===== config.mk =====
export PLATFORM = sky130hd
export DESIGN_NAME = wb_mgmt_la_arbiter_flat
export DESIGN_NICKNAME = d
export VERILOG_FILES = /design/src/rtl/wb_mgmt_la_arbiter_pkg.sv /design/src/rtl/wb_mgmt_la_arbiter_if.sv /design/src/rtl/wb_mgmt_la_arbiter_watchdog.sv /design/src/rtl/wb_mgmt_la_arbiter.sv /design/src/flat_wrapper.sv
export SDC_FILE = /design/constraint.sdc
export NUM_CORES = 1
export LEC_CHECK = 0
export CORE_AREA = 2 2 121 123
export CTS_BUF_LIST = sky130_fd_sc_hd__clkbuf_4 sky130_fd_sc_hd__clkbuf_8
export CTS_CLUSTER_DIAMETER = 200
export DETAILED_ROUTE_END_ITERATION = 10
export DIE_AREA = 0 0 123 125
export PLACE_DENSITY = 0.5
export SLEW_MARGIN = 15
export SYNTH_ARGS = -nofsm -noshare
export SYNTH_HDL_FRONTEND = slang
export SYNTH_HIERARCHICAL = 1
export SYNTH_SLANG_ARGS = --single-unit

===== constraint.sdc =====
create_clock -name wb_clk_i -period 1.54 [get_ports wb_clk_i]
set_clock_uncertainty 0.05 [all_clocks]
set_input_delay 0.231 -clock wb_clk_i [delete_from_list [all_inputs] [get_ports wb_clk_i]]
set_output_delay 0.231 -clock wb_clk_i [all_outputs]
set_load 0.1 [all_outputs]

===== src/rtl/wb_mgmt_la_arbiter_pkg.sv =====
// Shared types and defaults for the management/LA Wishbone arbiter.
// Optional watchdog is enabled by defining WB_ARB_TIMEOUT_EN.
package soc_now_wb_pkg;

    localparam int AW_DEF = 32;
    localparam int DW_DEF = 32;
    localparam int TIMEOUT_CYCLES_DEF = 255;
    localparam logic [31:0] TIMEOUT_DATA_DEF = 32'hDEAD_BEEF;

    typedef enum logic [1:0] {
        IDLE = 2'd0,
        GNT0 = 2'd1,
        GNT1 = 2'd2
    } arb_state_e;

endpackage


===== src/rtl/wb_mgmt_la_arbiter_if.sv =====
// Wishbone classic bus bundle; master drives the request, slave drives ack/read data.
interface wb_mgmt_la_arbiter_if #(
    parameter int AW = soc_now_wb_pkg::AW_DEF,
    parameter int DW = soc_now_wb_pkg::DW_DEF
) ();

    logic            cyc;
    logic            stb;
    logic            we;
    logic [DW/8-1:0] sel;
    logic [AW-1:0]   adr;
    logic [DW-1:0]   dat_w;
    logic [DW-1:0]   dat_r;
    logic            ack;

    modport master (
        output cyc, stb, we, sel, adr, dat_w,
        input  ack, dat_r
    );

    modport slave (
        input  cyc, stb, we, sel, adr, dat_w,
        output ack, dat_r
    );

endinterface


===== src/rtl/wb_mgmt_la_arbiter_watchdog.sv =====
// Stall watchdog: counts stalled strobe cycles and pulses fire_o on the terminal count.
// Only built when WB_ARB_TIMEOUT_EN is defined.
`ifdef WB_ARB_TIMEOUT_EN
module wb_arb_watchdog #(
    parameter int TIMEOUT_CYCLES = soc_now_wb_pkg::TIMEOUT_CYCLES_DEF
) (
    input  logic clk,
    input  logic rst,
    input  logic active_i,
    input  logic stb_i,
    input  logic ack_i,
    output logic fire_o,
    output logic timeout_o
);

    localparam int CW = $clog2(TIMEOUT_CYCLES + 1);
    localparam logic [CW-1:0] LAST = CW'(TIMEOUT_CYCLES - 1);

    logic [CW-1:0] count_q, count_d;
    logic          timeout_q, timeout_d;
    logic          stall;
    logic          fire;

    assign stall = active_i & stb_i & ~ack_i;
    // The fire cycle is itself the N-th stalled cycle, hence compare against N-1.
    assign fire  = stall & (count_q == LAST);

    always_comb begin
        count_d   = count_q;
        timeout_d = timeout_q | fire;
        if (!active_i || ack_i || fire) begin
            count_d = '0;
        end else if (stall) begin
            count_d = count_q + 1'b1;
        end
    end

    always_ff @(posedge clk or posedge rst) begin
        if (rst) begin
            count_q   <= '0;
            timeout_q <= 1'b0;
        end else begin
            count_q   <= count_d;
            timeout_q <= timeout_d;
        end
    end

    assign fire_o    = fire;
    assign timeout_o = timeout_q;

endmodule
`endif


===== src/rtl/wb_mgmt_la_arbiter.sv =====
// Two-master round-robin Wishbone arbiter (m0 = management SoC, m1 = LA debug master).
// Define WB_ARB_TIMEOUT_EN to add the stalled-transfer watchdog.
module wb_mgmt_la_arbiter
    import soc_now_wb_pkg::*;
#(
    parameter int              AW             = AW_DEF,
    parameter int              DW             = DW_DEF,
    parameter int              TIMEOUT_CYCLES = TIMEOUT_CYCLES_DEF,
    parameter logic [DW-1:0]   TIMEOUT_DATA   = DW'(TIMEOUT_DATA_DEF)
) (
    input  logic                  wb_clk_i,
    input  logic                  wb_rst_i,
    wb_mgmt_la_arbiter_if.slave   m0,
    wb_mgmt_la_arbiter_if.slave   m1,
    wb_mgmt_la_arbiter_if.master  s,
    output logic [1:0]            grant_o,
    output logic                  timeout_o
);

    localparam logic [1:0] ST_IDLE = IDLE;
    localparam logic [1:0] ST_GNT0 = GNT0;
    localparam logic [1:0] ST_GNT1 = GNT1;

    logic [1:0] state_q, state_d;
    logic       last_grant_q, last_grant_d;   // 0: m0 owned last, 1: m1 owned last

    logic            mux_cyc;
    logic            mux_stb;
    logic            mux_we;
    logic [DW/8-1:0] mux_sel;
    logic [AW-1:0]   mux_adr;
    logic [DW-1:0]   mux_dat;
    logic            wd_fire;

    logic [1:0]      m_ack;
    logic [DW-1:0]   m_dat [2];

    always_comb begin
        state_d      = state_q;
        last_grant_d = last_grant_q;
        case (state_q)
            ST_IDLE: begin
                if (m0.cyc && (!m1.cyc || last_grant_q)) begin
                    state_d = ST_GNT0;
                end else if (m1.cyc) begin
                    state_d = ST_GNT1;
                end
            end
            ST_GNT0: begin
                if (!m0.cyc) begin
                    state_d      = ST_IDLE;
                    last_grant_d = 1'b0;
                end
            end
            ST_GNT1: begin
                if (!m1.cyc) begin
                    state_d      = ST_IDLE;
                    last_grant_d = 1'b1;
                end
            end
            default: state_d = ST_IDLE;
        endcase
    end

    always_ff @(posedge wb_clk_i or posedge wb_rst_i) begin
        if (wb_rst_i) begin
            state_q      <= ST_IDLE;
            last_grant_q <= 1'b1;
        end else begin
            state_q      <= state_d;
            last_grant_q <= last_grant_d;
        end
    end

    assign grant_o = {state_q == ST_GNT1, state_q == ST_GNT0};

    // Slave side follows the registered owner; everything is zero while idle.
    always_comb begin
        mux_cyc = 1'b0;
        mux_stb = 1'b0;
        mux_we  = 1'b0;
        mux_sel = '0;
        mux_adr = '0;
        mux_dat = '0;
        case (state_q)
            ST_GNT0: begin
                mux_cyc = m0.cyc;
                mux_stb = m0.stb;
                mux_we  = m0.we;
                mux_sel = m0.sel;
                mux_adr = m0.adr;
                mux_dat = m0.dat_w;
            end
            ST_GNT1: begin
                mux_cyc = m1.cyc;
                mux_stb = m1.stb;
                mux_we  = m1.we;
                mux_sel = m1.sel;
                mux_adr = m1.adr;
                mux_dat = m1.dat_w;
            end
            default: ;
        endcase
    end

`ifdef WB_ARB_TIMEOUT_EN
    wb_arb_watchdog #(
        .TIMEOUT_CYCLES (TIMEOUT_CYCLES)
    ) u_watchdog (
        .clk       (wb_clk_i),
        .rst       (wb_rst_i),
        .active_i  (mux_cyc),
        .stb_i     (mux_stb),
        .ack_i     (s.ack),
        .fire_o    (wd_fire),
        .timeout_o (timeout_o)
    );
`else
    assign wd_fire   = 1'b0;
    assign timeout_o = 1'b0;
`endif

    assign s.cyc   = mux_cyc;
    assign s.stb   = mux_stb & ~wd_fire;
    assign s.we    = mux_we;
    assign s.sel   = mux_sel;
    assign s.adr   = mux_adr;
    assign s.dat_w = mux_dat;

    // Watchdog termination looks like a normal ack carrying the sentinel word.
    generate
        for (genvar gi = 0; gi < 2; gi++) begin : g_route
            assign m_ack[gi] = grant_o[gi] & (s.ack | wd_fire);
            assign m_dat[gi] = !grant_o[gi] ? '0 :
                               wd_fire      ? TIMEOUT_DATA : s.dat_r;
        end
    endgenerate

    assign m0.ack   = m_ack[0];
    assign m0.dat_r = m_dat[0];
    assign m1.ack   = m_ack[1];
    assign m1.dat_r = m_dat[1];

endmodule

===== src/flat_wrapper.sv =====
// flat-port wrapper written by rule: the top's interface ports become plain ports
module wb_mgmt_la_arbiter_flat import soc_now_wb_pkg::*;
#(
    parameter int              AW             = AW_DEF,
    parameter int              DW             = DW_DEF,
    parameter int              TIMEOUT_CYCLES = TIMEOUT_CYCLES_DEF,
    parameter logic [DW-1:0]   TIMEOUT_DATA   = DW'(TIMEOUT_DATA_DEF)
)
  (wb_clk_i, wb_rst_i, grant_o, timeout_o, m0_cyc, m0_stb, m0_we, m0_sel, m0_adr, m0_dat_w, m0_ack, m0_dat_r, m1_cyc, m1_stb, m1_we, m1_sel, m1_adr, m1_dat_w, m1_ack, m1_dat_r, s_cyc, s_stb, s_we, s_sel, s_adr, s_dat_w, s_ack, s_dat_r);
  wb_mgmt_la_arbiter_if #(.AW(AW), .DW(DW)) m0_i ();
  wb_mgmt_la_arbiter_if #(.AW(AW), .DW(DW)) m1_i ();
  wb_mgmt_la_arbiter_if #(.AW(AW), .DW(DW)) s_i ();
  input  logic wb_clk_i;
  input  logic wb_rst_i;
  output logic [1:0] grant_o;
  output logic timeout_o;
  input wire logic [$bits(m0_i.cyc)-1:0] m0_cyc;
  input wire logic [$bits(m0_i.stb)-1:0] m0_stb;
  input wire logic [$bits(m0_i.we)-1:0] m0_we;
  input wire logic [$bits(m0_i.sel)-1:0] m0_sel;
  input wire logic [$bits(m0_i.adr)-1:0] m0_adr;
  input wire logic [$bits(m0_i.dat_w)-1:0] m0_dat_w;
  output wire logic [$bits(m0_i.ack)-1:0] m0_ack;
  output wire logic [$bits(m0_i.dat_r)-1:0] m0_dat_r;
  input wire logic [$bits(m1_i.cyc)-1:0] m1_cyc;
  input wire logic [$bits(m1_i.stb)-1:0] m1_stb;
  input wire logic [$bits(m1_i.we)-1:0] m1_we;
  input wire logic [$bits(m1_i.sel)-1:0] m1_sel;
  input wire logic [$bits(m1_i.adr)-1:0] m1_adr;
  input wire logic [$bits(m1_i.dat_w)-1:0] m1_dat_w;
  output wire logic [$bits(m1_i.ack)-1:0] m1_ack;
  output wire logic [$bits(m1_i.dat_r)-1:0] m1_dat_r;
  output wire logic [$bits(s_i.cyc)-1:0] s_cyc;
  output wire logic [$bits(s_i.stb)-1:0] s_stb;
  output wire logic [$bits(s_i.we)-1:0] s_we;
  output wire logic [$bits(s_i.sel)-1:0] s_sel;
  output wire logic [$bits(s_i.adr)-1:0] s_adr;
  output wire logic [$bits(s_i.dat_w)-1:0] s_dat_w;
  input wire logic [$bits(s_i.ack)-1:0] s_ack;
  input wire logic [$bits(s_i.dat_r)-1:0] s_dat_r;
  assign m0_i.cyc = m0_cyc;
  assign m0_i.stb = m0_stb;
  assign m0_i.we = m0_we;
  assign m0_i.sel = m0_sel;
  assign m0_i.adr = m0_adr;
  assign m0_i.dat_w = m0_dat_w;
  assign m0_ack = m0_i.ack;
  assign m0_dat_r = m0_i.dat_r;
  assign m1_i.cyc = m1_cyc;
  assign m1_i.stb = m1_stb;
  assign m1_i.we = m1_we;
  assign m1_i.sel = m1_sel;
  assign m1_i.adr = m1_adr;
  assign m1_i.dat_w = m1_dat_w;
  assign m1_ack = m1_i.ack;
  assign m1_dat_r = m1_i.dat_r;
  assign s_cyc = s_i.cyc;
  assign s_stb = s_i.stb;
  assign s_we = s_i.we;
  assign s_sel = s_i.sel;
  assign s_adr = s_i.adr;
  assign s_dat_w = s_i.dat_w;
  assign s_i.ack = s_ack;
  assign s_i.dat_r = s_dat_r;
  wb_mgmt_la_arbiter #(.AW(AW), .DW(DW), .TIMEOUT_CYCLES(TIMEOUT_CYCLES), .TIMEOUT_DATA(TIMEOUT_DATA)) u_core (.wb_clk_i(wb_clk_i), .wb_rst_i(wb_rst_i), .m0(m0_i), .m1(m1_i), .s(s_i), .grant_o(grant_o), .timeout_o(timeout_o));
endmodule

## Word-level counts from Yosys, hierarchy flattened

Cells that the tools add are included.

| word-level totals | value |
|---|---|
| flip-flop bits (word level) | 3 |
| bits in latches | 0 |
| memory bits (writable) | 0 |
| ROM bits | 0 |
| bits of input ports | 177 |
| memories kept | 0 |

| cells by class | value |
|---|---|
| add/subtract/negate cells | 0 |
| $mul | 0 |
| divide/modulo/power cells | 0 |
| order comparisons | 0 |
| eq/ne operators | 5 |
| shifts and indexed selects | 0 |
| muxes and demuxes | 16 |
| bitwise operators | 2 |
| reductions and logical operators | 7 |

Operators by type and width:

| operator | number |
|---|---|
| 32-bit one-hot mux with 2 select lines | 2 |
| 32-bit 2-to-1 mux | 2 |
| 2-bit 2-to-1 mux | 4 |
| 1-bit one-hot mux with 2 select lines | 4 |
| 4-bit one-hot mux with 2 select lines | 1 |
| 2-bit one-hot mux with 3 select lines | 1 |
| 3-bit AND reduction | 2 |
| 2-bit inequality test (second input constant) | 2 |
| 3-bit by 2-bit inequality test with 1-bit output (second input constant) | 1 |
| 1-bit AND | 2 |
| 2-bit by 1-bit equality test with 1-bit output (second input constant) | 1 |
| 2-bit equality test (second input constant) | 1 |
| 2-bit logical NOT | 1 |
| 1-bit 2-to-1 mux | 2 |
| 2-bit nonzero test | 1 |
| 1-bit logical AND | 1 |
| 1-bit logical NOT | 1 |
| 1-bit logical OR | 1 |

## Logic depth before layout (Yosys ltp)

Gate-level depths: netlist (run 1).

| logic depth | value |
|---|---|
| depth in word-level cells | 5 |
| depth in mapped cells | 8 |
| gate-level depth less buffers | 5 |

## Worst setup path before layout (run 1)

OpenSTA, ideal clock, no wires.

| path | value |
|---|---|
| kind | register to output |
| start point | reg u_core.state_q[1] |
| end point | out s_adr[14] |
| data arrival time | 3161 ps |
| path slack | -1902 ps |
| stages on the path, launching flop included | 8 |
| buffers on the path | 3 |
| cell sequence | dfrtp_1 inv_1 ha_1 buf_6 buf_6 buf_6 a22oi_1 nor2b_1 |

| on the way | value |
|---|---|
| longest elaborated chain between the ends | 2 |

RTL lines:

| what | line | source |
|---|---|---|
| start, declared | wb_mgmt_la_arbiter.sv:24 | `logic [1:0] state_q, state_d;` |
| start signal, assigned | wb_mgmt_la_arbiter.sv:70 | `state_q <= state_d;` |
| 2-bit by 1-bit equality test with 1-bit output | - |  |
| named net grant_o[0] | flat_wrapper.sv:15 | `output logic [1:0] grant_o;` |
| 32-bit one-hot mux with 2 select lines | wb_mgmt_la_arbiter.sv:85 | `case (state_q)` |
| end, declared | flat_wrapper.sv:37 | `output wire logic [$bits(s_i.adr)-1:0] s_adr;` |

The timed path passes the listed nets, and every way through them passes these cells.

## Worst setup path after layout (run 1)

| path | value |
|---|---|
| start point | reg u_core.state_q[0] |
| end point | out s_sel[2] |

| on the way | value |
|---|---|
| longest elaborated chain between the ends | 2 |

RTL lines:

| what | line | source |
|---|---|---|
| 2-bit equality test or 2-bit by 1-bit equality test with 1-bit output (tied branches) | wb_mgmt_la_arbiter.sv:85 |  |
| 4-bit one-hot mux with 2 select lines (*) | wb_mgmt_la_arbiter.sv:85 |  |
| end, declared | flat_wrapper.sv:36 | `output wire logic [$bits(s_i.sel)-1:0] s_sel;` |

Mark *: on every way between the ends. The rest lies on a longest branch, timed or not.

==> results of run 1 <==
==> sequential cells by signal (all words and copies together), names as in the netlist <==
signal / cells
u_core/last_grant_q: 1
u_core/state_q: 2
==> logic make-up after synthesis <==
group,share of synthesized area
simple gates,0.484
fa+ha+maj,0.0278
compound gates,0.334
flops,0.0424
other cells,0.00208
buf+inv,0.109
==> area by class of cell <==
type                       instances  area (um2)  share of cell area
timing repair buffer             360        5250               0.650
multi-input combinational        224        2450               0.303
inverter                           5        18.8             0.00233
tap                              184         230              0.0285
clock buffer                       4        48.8             0.00605
sequential                         3        76.3             0.00946
==> cells in the mapped netlist <==
master / number
nor2b_1: 71
o21ai_0: 1
inv_1: 5
a21boi_0: 1
ha_1: 4
o21ai_1: 1
dfstp_2: 1
o2111ai_1: 1
a21oi_1: 2
a21oi_2: 1
a22oi_4: 1
buf_6: 4
nor2_1: 2
a32o_1: 1
nand2b_1: 1
and2_1: 66
clkbuf_2: 3
clkbuf_1: 10
a22oi_1: 70
conb_1: 1
dfrtp_1: 2
buf_2: 13
buf_4: 2
==> path summary, 6_finish.rpt <==
kind                            cells after the start  slack, ps                   to                start
worst max-delay path                                6       -420             s_sel[2]    u_core/state_q[0]
worst min-delay path                                2        140    u_core/state_q[1]             wb_rst_i
worst max register to register                      6        -80    u_core/state_q[1]    u_core/state_q[0]
worst min register to register                      2        470  u_core/last_grant_q  u_core/last_grant_q
max in group asynchronous                           2       1090  u_core/last_grant_q             wb_rst_i
min in group wb_clk_i                               2        470  u_core/last_grant_q  u_core/last_grant_q
==> through the flow <==
step,cells,hold slack [ps],utilization
floorplan,264,-66.1,-
global placement,755,361,0.528
detailed placement,755,373,0.528
CTS,765,147,0.550
global route,780,179,0.568
finish,780,143,0.568
==> critical path: stages, from the launching register on <==
cell and delay (ps):
dfrtp_1 380, buf_4 150, ha_4 190, buf_12 180, a22oi_1 310, nor2b_4 80, buf_12 170
==> layer usage <==
metal	wire (um)	global-route usage	up-vias
li1	-	-	1580
met1	4940	0.173	1554
met2	7760	0.322	142
met3	1060	0.0438	6
met4	106	0.0174	0
met5	0	0	-
==> repair_timing <==
| action | CTS | global route |
|---|---|---|
| gates resized for setup | 32 | 18 |
| gates cloned | 3 | 6 |
| pin swaps | 2 | 11 |
| hold buffers | 0 | 0 |
| buffers inserted | 3 | 9 |
| endpoints found under the setup margin | 141 | 141 |
==> flow_summary.json, run 1 <==
{
  "yosys_warnings": 6,
  "start_util": 0.127,
  "min_period_over_period": 1.28,
  "max_freq_ghz": 0.509,
  "place_ws_ps": -209,
  "finalHoldViolations": 0,
  "final_max_slew_viol_count": 0,
  "syn_to_final_growth_pct": 348,
  "clk_pin_slew_ps": 30,
  "maxCapViolCount": 0,
  "netlist_area_um2": 1800,
  "place.gp.congestion": 0.825,
  "tns_ps": -49150,
  "hold_class": "input port to async pin",
  "hpwl_mm": 11.0,
  "core.rowCount": 44,
  "layout_common_cells": "176 x clkdlybuf4s50_1, 152 x buf_12, 71 x nor2b_4",
  "root_buffer": "clkbuf_8",
  "dieArea_um2": 15400,
  "totalWireLength_mm": 13.9,
  "clkSinkCount": 3,
  "final_area_um2": 8070,
  "rsz0062_at_grt": "true",
  "status": "finished with violations",
  "yosys.area.top_type": "a22oi_1",
  "setup_viol": 141,
  "worst_ep_arrival_time_ps": 1680,
  "path_max_fanout": 37,
  "drc": 0,
  "netlist.area_leader.share": 0.292,
  "die_y_um": 125,
  "synth_area_leaders": "a22oi_1 29%, nor2b_1 25%, and2_1 23%",
  "grt_pass1_vias": 3461,
  "routedWlPerCell_um": 17.8,
  "place_area_um2": 7490,
  "yosysSeqAreaShare": 0.0424,
  "core_area_um2": 14200,
  "port_buffers": 315,
  "insertedDiodeCount": 0,
  "viasPerCell": 4.21,
  "first_iter_violations": 77,
  "post-route-min-period_ps": 1960,
  "drive_gt1_frac": 0.619,
  "violations": "negative setup slack",
  "htree_num_levels": 1,
  "cts_tree": "built",
  "worst_slack_ps": -424,
  "drt-pass1-iter-count": 4,
  "grt_max_degree": 38,
  "antenna_found_initial": 0,
  "crit_type": "flop to primary output",
  "numCtsBuffers": 3,
  "end_kind": "primary output",
  "startpoint_type": "flop",
  "io_pins": 317,
  "cp_data_required_time_ps": 1260,
  "worstSkewPairLatency_ps": 210,
  "ys_types": 23,
  "ant_nets": 0,
  "fp.dieW_um": 123,
  "syn_nets": 445,
  "n_fill_cell": 1185,
  "clockBufferDepth": 2,
  "syn_inst": 264,
  "track_usage": 0.163,
  "syn_area_per_cell_um2": 6.82,
  "grt_pass1_wl_mm": 19.6,
  "vias": 3282,
  "grt_overflow": 0,
  "nets": 778,
  "ys_seq_elements": 3,
  "layout_commonest_cell": "clkdlybuf4s50_1"
}
Power of run 1 is left out: the tool's default activity adds up to more than one toggle a clock period on the data nets, which glitch-free logic cannot reach.
==> run 2, diff against run 1 <==
- CORE_AREA: 2 2 121 123 -> 2 2 122 124
- DIE_AREA: 0 0 123 125 -> 0 0 124 126
- DONT_BUFFER_PORTS: default -> 1
- PLACE_DENSITY: 0.5 -> 0.3
==> flow_summary.json, run 2 (synthesis gave the netlist of run 1 again) <==
{
  "insertedDiodeCount": 0,
  "place.gp.congestion": 0.795,
  "drt-pass1-iter-count": 3,
  "hpwl_mm": 9.38,
  "totalWireLength_mm": 11.6,
  "timing.hold.ws_ps": 118,
  "top_register": "u_core/state_q",
  "dp_cells": 581,
  "worst_path_largest_cell_delay_ps": 440,
  "clkSinkCount": 3,
  "dr.max_layer_used": "met4",
  "finalHoldViolations": 0,
  "cts_tree": "built",
  "worst_ep_arrival_time_ps": 1710,
  "wl_met1_mm": 3.81,
  "grt_pass1_vias": 2765,
  "grt_overflow": 0,
  "status": "finished with violations",
  "rsz0062_at_grt": "true",
  "place_area_um2": 5760,
  "root_buffer": "clkbuf_8",
  "htree_num_levels": 1,
  "startpoint_type": "flop",
  "ant_nets": 0,
  "nets": 600,
  "crit_type": "flop to primary output",
  "multi_input_area_um2": 2550,
  "violations": "negative setup slack",
  "core_area_um2": 14300,
  "core.rowCount": 44,
  "drc": 0,
  "dr_wl_met3_um": 708,
  "worstSkewPairLatency_ps": 220,
  "drive_gt1_frac": 0.931,
  "track_usage": 0.129,
  "setup_viol": 141,
  "cp.buffers_inverters": 5,
  "hold_class": "input port to flop",
  "post-route-min-period_ps": 1990,
  "grt_pass1_wl_mm": 15.6,
  "route.met2.wl_mm": 7.05,
  "final_area_um2": 6360,
  "dieArea_um2": 15600,
  "final_max_slew_viol_count": 0,
  "n_fill_cell": 1339,
  "path_max_fanout": 7,
  "maxCapViolCount": 0,
  "worst_slack_ps": -453,
  "vias": 2624,
  "path_delay_family": "buffers and inverters",
  "fp.dieW_um": 124,
  "routedWlPerCell_um": 19.3,
  "clockBufferDepth": 2,
  "syn_to_final_growth_pct": 254,
  "io_pins": 317,
  "crit_top_cell": "buf_12",
  "largest_register_ffs": 2,
  "numCtsBuffers": 3,
  "die_y_um": 126,
  "instances_no_fill": 602,
  "min_period_over_period": 1.29,
  "cp_data_required_time_ps": 1260,
  "r2r_setup_slack_ps": -180,
  "viasPerCell": 4.36,
  "end_kind": "primary output",
  "layout_common_cells": "152 x buf_12, 71 x nor2b_4, 66 x and2_4",
  "clk_pin_slew_ps": 30,
  "port_buffers": 0,
  "biggestRegsByFlops": "u_core/state_q: 2 flops, u_core/last_grant_q: 1 flops",
  "start_util": 0.126,
  "layout_commonest_cell": "buf_12",
  "path_cells": "inv_4, ha_4, buf_12, buf_8, buf_6, and2_4, buf_12",
  "seqCellArea_um2": 77.6,
  "max_freq_ghz": 0.502,
  "grt_max_degree": 29,
  "cp_slowest_cell": "dfrtp_2",
  "first_iter_violations": 56,
  "antenna_found_initial": 0
}
## run 2: final cells by class
class                   count  area share
clock buffers               4     0.00767
repair buffers            182       0.539
inverters                   5     0.00334
multi-input cells         224       0.401
well taps                 184      0.0362
flip-flops and latches      3      0.0122
## run 2: path summary, 6_finish.rpt
| kind | from | endpoint | cells past startpoint |
|---|---|---|---|
| worst max register to register | u_core/state_q[0] | u_core/state_q[0] | 8 |
| max in group asynchronous | wb_rst_i | u_core/last_grant_q | 2 |
| worst min register to register | u_core/last_grant_q | u_core/last_grant_q | 2 |
| worst min-delay path | m1_cyc | u_core/last_grant_q | 3 |
| min in group asynchronous | wb_rst_i | u_core/state_q[1] | 2 |
| worst max-delay path | u_core/state_q[1] | m0_dat_r[9] | 7 |
## run 2: what timing repair did
action / CTS / global route
hold endpoints to repair: 3 / 0
cloned: 1 / 3
buffers inserted: 2 / 13
endpoints found under the setup margin: 141 / 141
pin swaps: 1 / 18
hold buffers: 1 / 0
gates resized for setup: 20 / 55
## run 2: worst min-delay path, delay by kind of cell
family	cells	cell delay, ps
AND/OR/NAND/NOR	2	130
AO/OA/AOI/OAI	1	20
## run 2: metal layers
| metal | global-route usage | vias to the layer above |
|---|---|---|
| li1 | - | 1221 |
| met1 | 0.138 | 1276 |
| met2 | 0.267 | 125 |
| met3 | 0.0195 | 2 |
| met4 | 0.0112 | 0 |
| met5 | 0 | - |
## run 2: per-stage QoR
stage	utilization	setup TNS (ps)	setup WS (ps)
after floorplan	-	-52420	-557
after global placement	0.402	-19370	-242
after detailed placement	0.402	-23260	-274
after CTS	0.414	-54640	-475
after global routing	0.444	-60990	-518
final	0.444	-50300	-453
Power of run 2 is left out for the same reason.
==> run 3, diff against run 2 <==
- CTS_CLUSTER_SIZE: default -> 10
- REMOVE_ABC_BUFFERS: default -> 1
==> flow_summary.json, run 3 (synthesis gave the netlist of run 1 again) <==
{
  "status": "finished with violations",
  "violations": "negative setup slack",
  "maxCapViolCount": 0,
  "ant_nets": 0,
  "grt_max_degree": 47,
  "rsz0062_at_grt": "true",
  "hpwl_mm": 8.75,
  "worst_ep_arrival_time_ps": 1650,
  "core_area_um2": 14300,
  "grt_pass1_wl_mm": 15.3,
  "totalWireLength_mm": 11.8,
  "grt.busiest_layer": "met2",
  "grtUsageMet2": 0.251,
  "critPathLaunch": "u_core/state_q[0]",
  "largest_register_ffs": 2,
  "layout_common_cells": "146 x buf_12, 68 x nor2b_2, 66 x and2_4",
  "final_max_slew_viol_count": 0,
  "drt-pass1-iter-count": 4,
  "insertedDiodeCount": 0,
  "layout_commonest_cell": "buf_12",
  "die_y_um": 126,
  "cp_data_required_time_ps": 1260,
  "post-route-min-period_ps": 1930,
  "track_usage": 0.129,
  "instances_no_fill": 588,
  "core.rowCount": 44,
  "dieArea_um2": 15600,
  "timing.hold.ws_ps": 122,
  "utilization": 0.395,
  "port_buffers": 0,
  "cp_slowest_cell": "dfrtp_1",
  "finalHoldViolations": 0,
  "max_freq_ghz": 0.519,
  "dp_cells": 564,
  "startpoint_type": "flop",
  "fp.dieW_um": 124,
  "crit_end": "s_adr[23]",
  "end_kind": "primary output",
  "worst_slack_ps": -387,
  "clkSinkCount": 3,
  "syn_to_final_growth_pct": 214,
  "drive_gt1_frac": 0.817,
  "path_max_fanout": 31,
  "grt_pass1_vias": 2564,
  "routedWlPerCell_um": 20.0,
  "start_util": 0.126,
  "setup_viol": 142,
  "reg2reg_depth": 7,
  "r2r-end": "u_core/state_q[1]",
  "path_cells": "buf_4, ha_4, buf_16, a22oi_1, nor2b_2, buf_12",
  "viasPerCell": 4.45,
  "grt_overflow": 0,
  "r2r_setup_slack_ps": -140,
  "numCtsBuffers": 3,
  "antenna_found_initial": 0,
  "n_fill_cell": 1351,
  "clockBufferDepth": 2,
  "vias": 2614,
  "grtUsageMet1": 0.147,
  "crit_type": "flop to primary output",
  "clk_pin_slew_ps": 30,
  "hold_class": "input port to flop",
  "drc": 0,
  "first_iter_violations": 115,
  "top_register": "u_core/state_q",
  "multi_input_area_um2": 2000,
  "biggestRegsByFlops": "u_core/state_q: 2 flops, u_core/last_grant_q: 1 flops",
  "cts_tree": "built",
  "root_buffer": "clkbuf_8",
  "seqCellArea_um2": 76.3,
  "htree_num_levels": 1,
  "worst_path_largest_cell_delay_ps": 380,
  "io_pins": 317,
  "min_period_over_period": 1.25,
  "nets": 586,
  "r2r-start": "u_core/state_q[0]",
  "worstSkewPairLatency_ps": 210,
  "met3_usage": 0.0159,
  "place.gp.congestion": 0.776
}
==> run 3: per-layer routing <==
layer,vias up,part of all wire
met5,-,0
met4,0,0.015
met3,14,0.047
met2,122,0.57
met1,1284,0.37
li1,1194,-
==> run 3: worst min path at each step <==
stage | start | endpoint | slack (ps) | cells after the start
global route | m0_cyc | u_core/state_q[0] | 170 | 2
detailed placement | wb_rst_i | u_core/state_q[1] | -50 | 1
CTS | m1_cyc | u_core/last_grant_q | 120 | 3
floorplan | wb_rst_i | u_core/state_q[0] | -70 | 1
global placement | wb_rst_i | u_core/state_q[1] | -60 | 1
finish | m1_cyc | u_core/last_grant_q | 120 | 3
==> run 3: what timing repair did <==
action,in CTS,in global routing
setup buffers,7,4
resized for setup,81,26
hold buffers,1,0
endpoints found under the hold margin,3,0
gates cloned,5,4
pin swaps,1,2
setup endpoints to repair,141,142
==> run 3: metrics by stage <==
step,area (um2),worst slack (ps),TNS (ps)
2_1_floorplan,1620,-3330,-341560
3_3_place_gp,4950,-230,-14900
3_5_place_dp,4950,-259,-20060
4_1_cts,5460,-401,-45960
5_1_grt,5650,-458,-52460
6_report,5650,-387,-43490
==> run 3: area by class of cell <==
type,instances,area share
inverters,5,0.00332
multi-input cells,224,0.353
repair buffers,168,0.580
flip-flops and latches,3,0.0135
clock buffers,4,0.00864
well taps,184,0.0407
==> run 3: worst max-delay path, delay by kind of cell, from the launching register on <==
family / cells / cell delay (ps)
buffers and inverters: 3 / 500
flip-flops: 1 / 380
AO/OA/AOI/OAI: 1 / 260
adder cells (fa/ha/maj): 1 / 200
AND/OR/NAND/NOR: 1 / 90
Power of run 3 is left out for the same reason.
==> variant: new RTL, settings of run 3 <==
The package constant `AW_DEF` goes from 32 to 16.
--- a/src/rtl/wb_mgmt_la_arbiter_pkg.sv
+++ b/src/rtl/wb_mgmt_la_arbiter_pkg.sv
@@ -2,7 +2,7 @@
 // Optional watchdog is enabled by defining WB_ARB_TIMEOUT_EN.
 package soc_now_wb_pkg;
 
-    localparam int AW_DEF = 32;
+    localparam int AW_DEF = 16;
     localparam int DW_DEF = 32;
     localparam int TIMEOUT_CYCLES_DEF = 255;
     localparam logic [31:0] TIMEOUT_DATA_DEF = 32'hDEAD_BEEF;
Ports: changed (resized m0_adr, m1_adr and s_adr); port bits go from 317 to 269. No check against the original RTL was run, so the function may have changed too.
==> variant against run 3 <==
The run still ends with setup timing left. Sequential share of layout area up 0.094 points. Routed wire length fell by 12%. Worst setup slack worse by 0.047 ns. Sequential cell count is the same. First-iteration DRC count shrank 57%. Synthesized area is 14% lower. Design area down 6.5%. Critical endpoint is now s_dat_w[2]. Largest cell class unchanged. Highest routed layer unchanged.
Power is not shown: default switching activity piles up to over one toggle a cycle in this logic, so the estimate is an artifact.
==> variant: results (changes against run 3) <==
- # nets final: 506 (-14%)
- Final HPWL DP: 7050 um (-19%)
- Layout filler cell count: 1382 (+2.3%)
- Largest regs: u_core/state_q x2, u_core/last_grant_q x1
- GPL Wtd Cong: 0.755 (-2.8%)
- Worst Setup Slack, final: -0.434 ns (-0.0467 ns)
- Compound-Gate Fraction of Synth Area: 30.8% (-2.6 points)
- Failing checks: setup timing
- Area contributors post-synth: and2_1, a22oi_1, nor2b_1
- Drt via density: 4.15 (-6.6%)
- Largest net degree at the start of global routing: 31 (-34%)
- Final WL: 10300 um (-12%)
- Placed Cells incl. Taps: 520 (-7.8%)
- Worst path arrival time: 1.69 ns (+0.04 ns)
- GRT Overall Usage: 11.4% (-1.5 points)
- Share of the yosys chip area belonging to registers: 4.92% (+0.68 points)
- Post-synth cell types: 22 (-4.3%)
- Mapped Cells: 227 (-14%)
- Layout cell share with drive strength beyond 1: 87.9% (+6.2 points)
- Mux contribution to synthesized area: 0% (unchanged)
- Crit-path max cell delay: 0.40 ns (+0.02 ns)
- 1st-iter DRT viols: 50 (-57%)
- Commonest cells post-synth: and2_1, nor2b_1, a22oi_1
- Vias in the first global route: 2312 (-9.8%)
- Placed Area: 4420 um^2 (-11%)
- Setup violators final: 125 (-12%)
- Crit-path max FO: 13 (-58%)
- Status: finished with violations
- Post-Synth Adder-Cell Area: 3.23% (+0.44 points)
## variant: metrics by stage
step           hold slack, ns  setup TNS [ns]  setup WS, ns
5_1_grt                 0.149          -52.18        -0.524
2_1_floorplan         -0.0661         -262.04         -3.02
4_1_cts                 0.106          -41.91        -0.405
6_report                0.113          -42.29        -0.434
3_3_place_gp          -0.0504          -13.78        -0.195
3_5_place_dp          -0.0529          -14.84        -0.210
## variant: layer usage
layer | part of all wire, % | vias to the layer above | wire [um] | global-route usage, %
met5 | 0 | - | 0 | 0
met4 | 0.40 | 0 | 41 | 1.12
met3 | 4.9 | 4 | 508 | 1.22
met2 | 56 | 101 | 5730 | 21.7
met1 | 39 | 1104 | 4020 | 13.9
li1 | - | 1037 | - | -
## variant: logic make-up (layout without fill, tap and decap cells)
family / after synthesis / in the layout
AOI/OAI and AO/OA: 63 / 63
buffers and inverters: 32 / 161
DFF: 3 / 3
and+or+nand+nor: 124 / 124
other: 1 / 2
adders and majority gates: 4 / 4
## variant: worst reg2reg max path: cells and delay by family (launching register included)
kind	cells	cell delay, ns
compound gates	3	0.50
buf+inv	3	0.47
flops	1	0.37
fa+ha+maj	1	0.20
## variant: worst paths after layout
kind                       slack, ns                       startpoint                         endpoint
hold reg to reg                 0.47  u_core/last_grant_q$_DFFE_PP1P_  u_core/last_grant_q$_DFFE_PP1P_
setup reg to reg               -0.18    u_core/state_q[0]$_DFFE_PP0P_    u_core/state_q[1]$_DFFE_PP0P_
hold / removal                  0.11                           m1_cyc  u_core/last_grant_q$_DFFE_PP1P_
max in group asynchronous       0.96                         wb_rst_i  u_core/last_grant_q$_DFFE_PP1P_
min in group asynchronous       0.27                         wb_rst_i    u_core/state_q[1]$_DFFE_PP0P_
setup / recovery               -0.43    u_core/state_q[1]$_DFFE_PP0P_                       s_dat_w[2]
## variant: area by class of cell
| class | count | area [um^2] | share of cell area [%] |
|---|---|---|---|
| Clock buffer | 4 | 48.8 | 0.924 |
| Inverter | 5 | 18.8 | 0.355 |
| Tap cell | 184 | 230 | 4.36 |
| Sequential cell | 3 | 76.3 | 1.44 |
| Timing Repair Buffer | 152 | 2990 | 56.5 |
| Antenna cell | 1 | 2.50 | 0.0474 |
| Multi-Input combinational cell | 192 | 1920 | 36.3 |
## variant: repair_timing
| action | 4_1_cts | 5_1_grt |
|---|---|---|
| gates resized for setup | 129 | 9 |
| hold buffers | 1 | 0 |
| pin swaps | 8 | 3 |
| setup endpoints to repair | 125 | 125 |
| setup buffers | 3 | 4 |
| hold endpoints to repair | 3 | 0 |
| gates cloned | 4 | 4 |
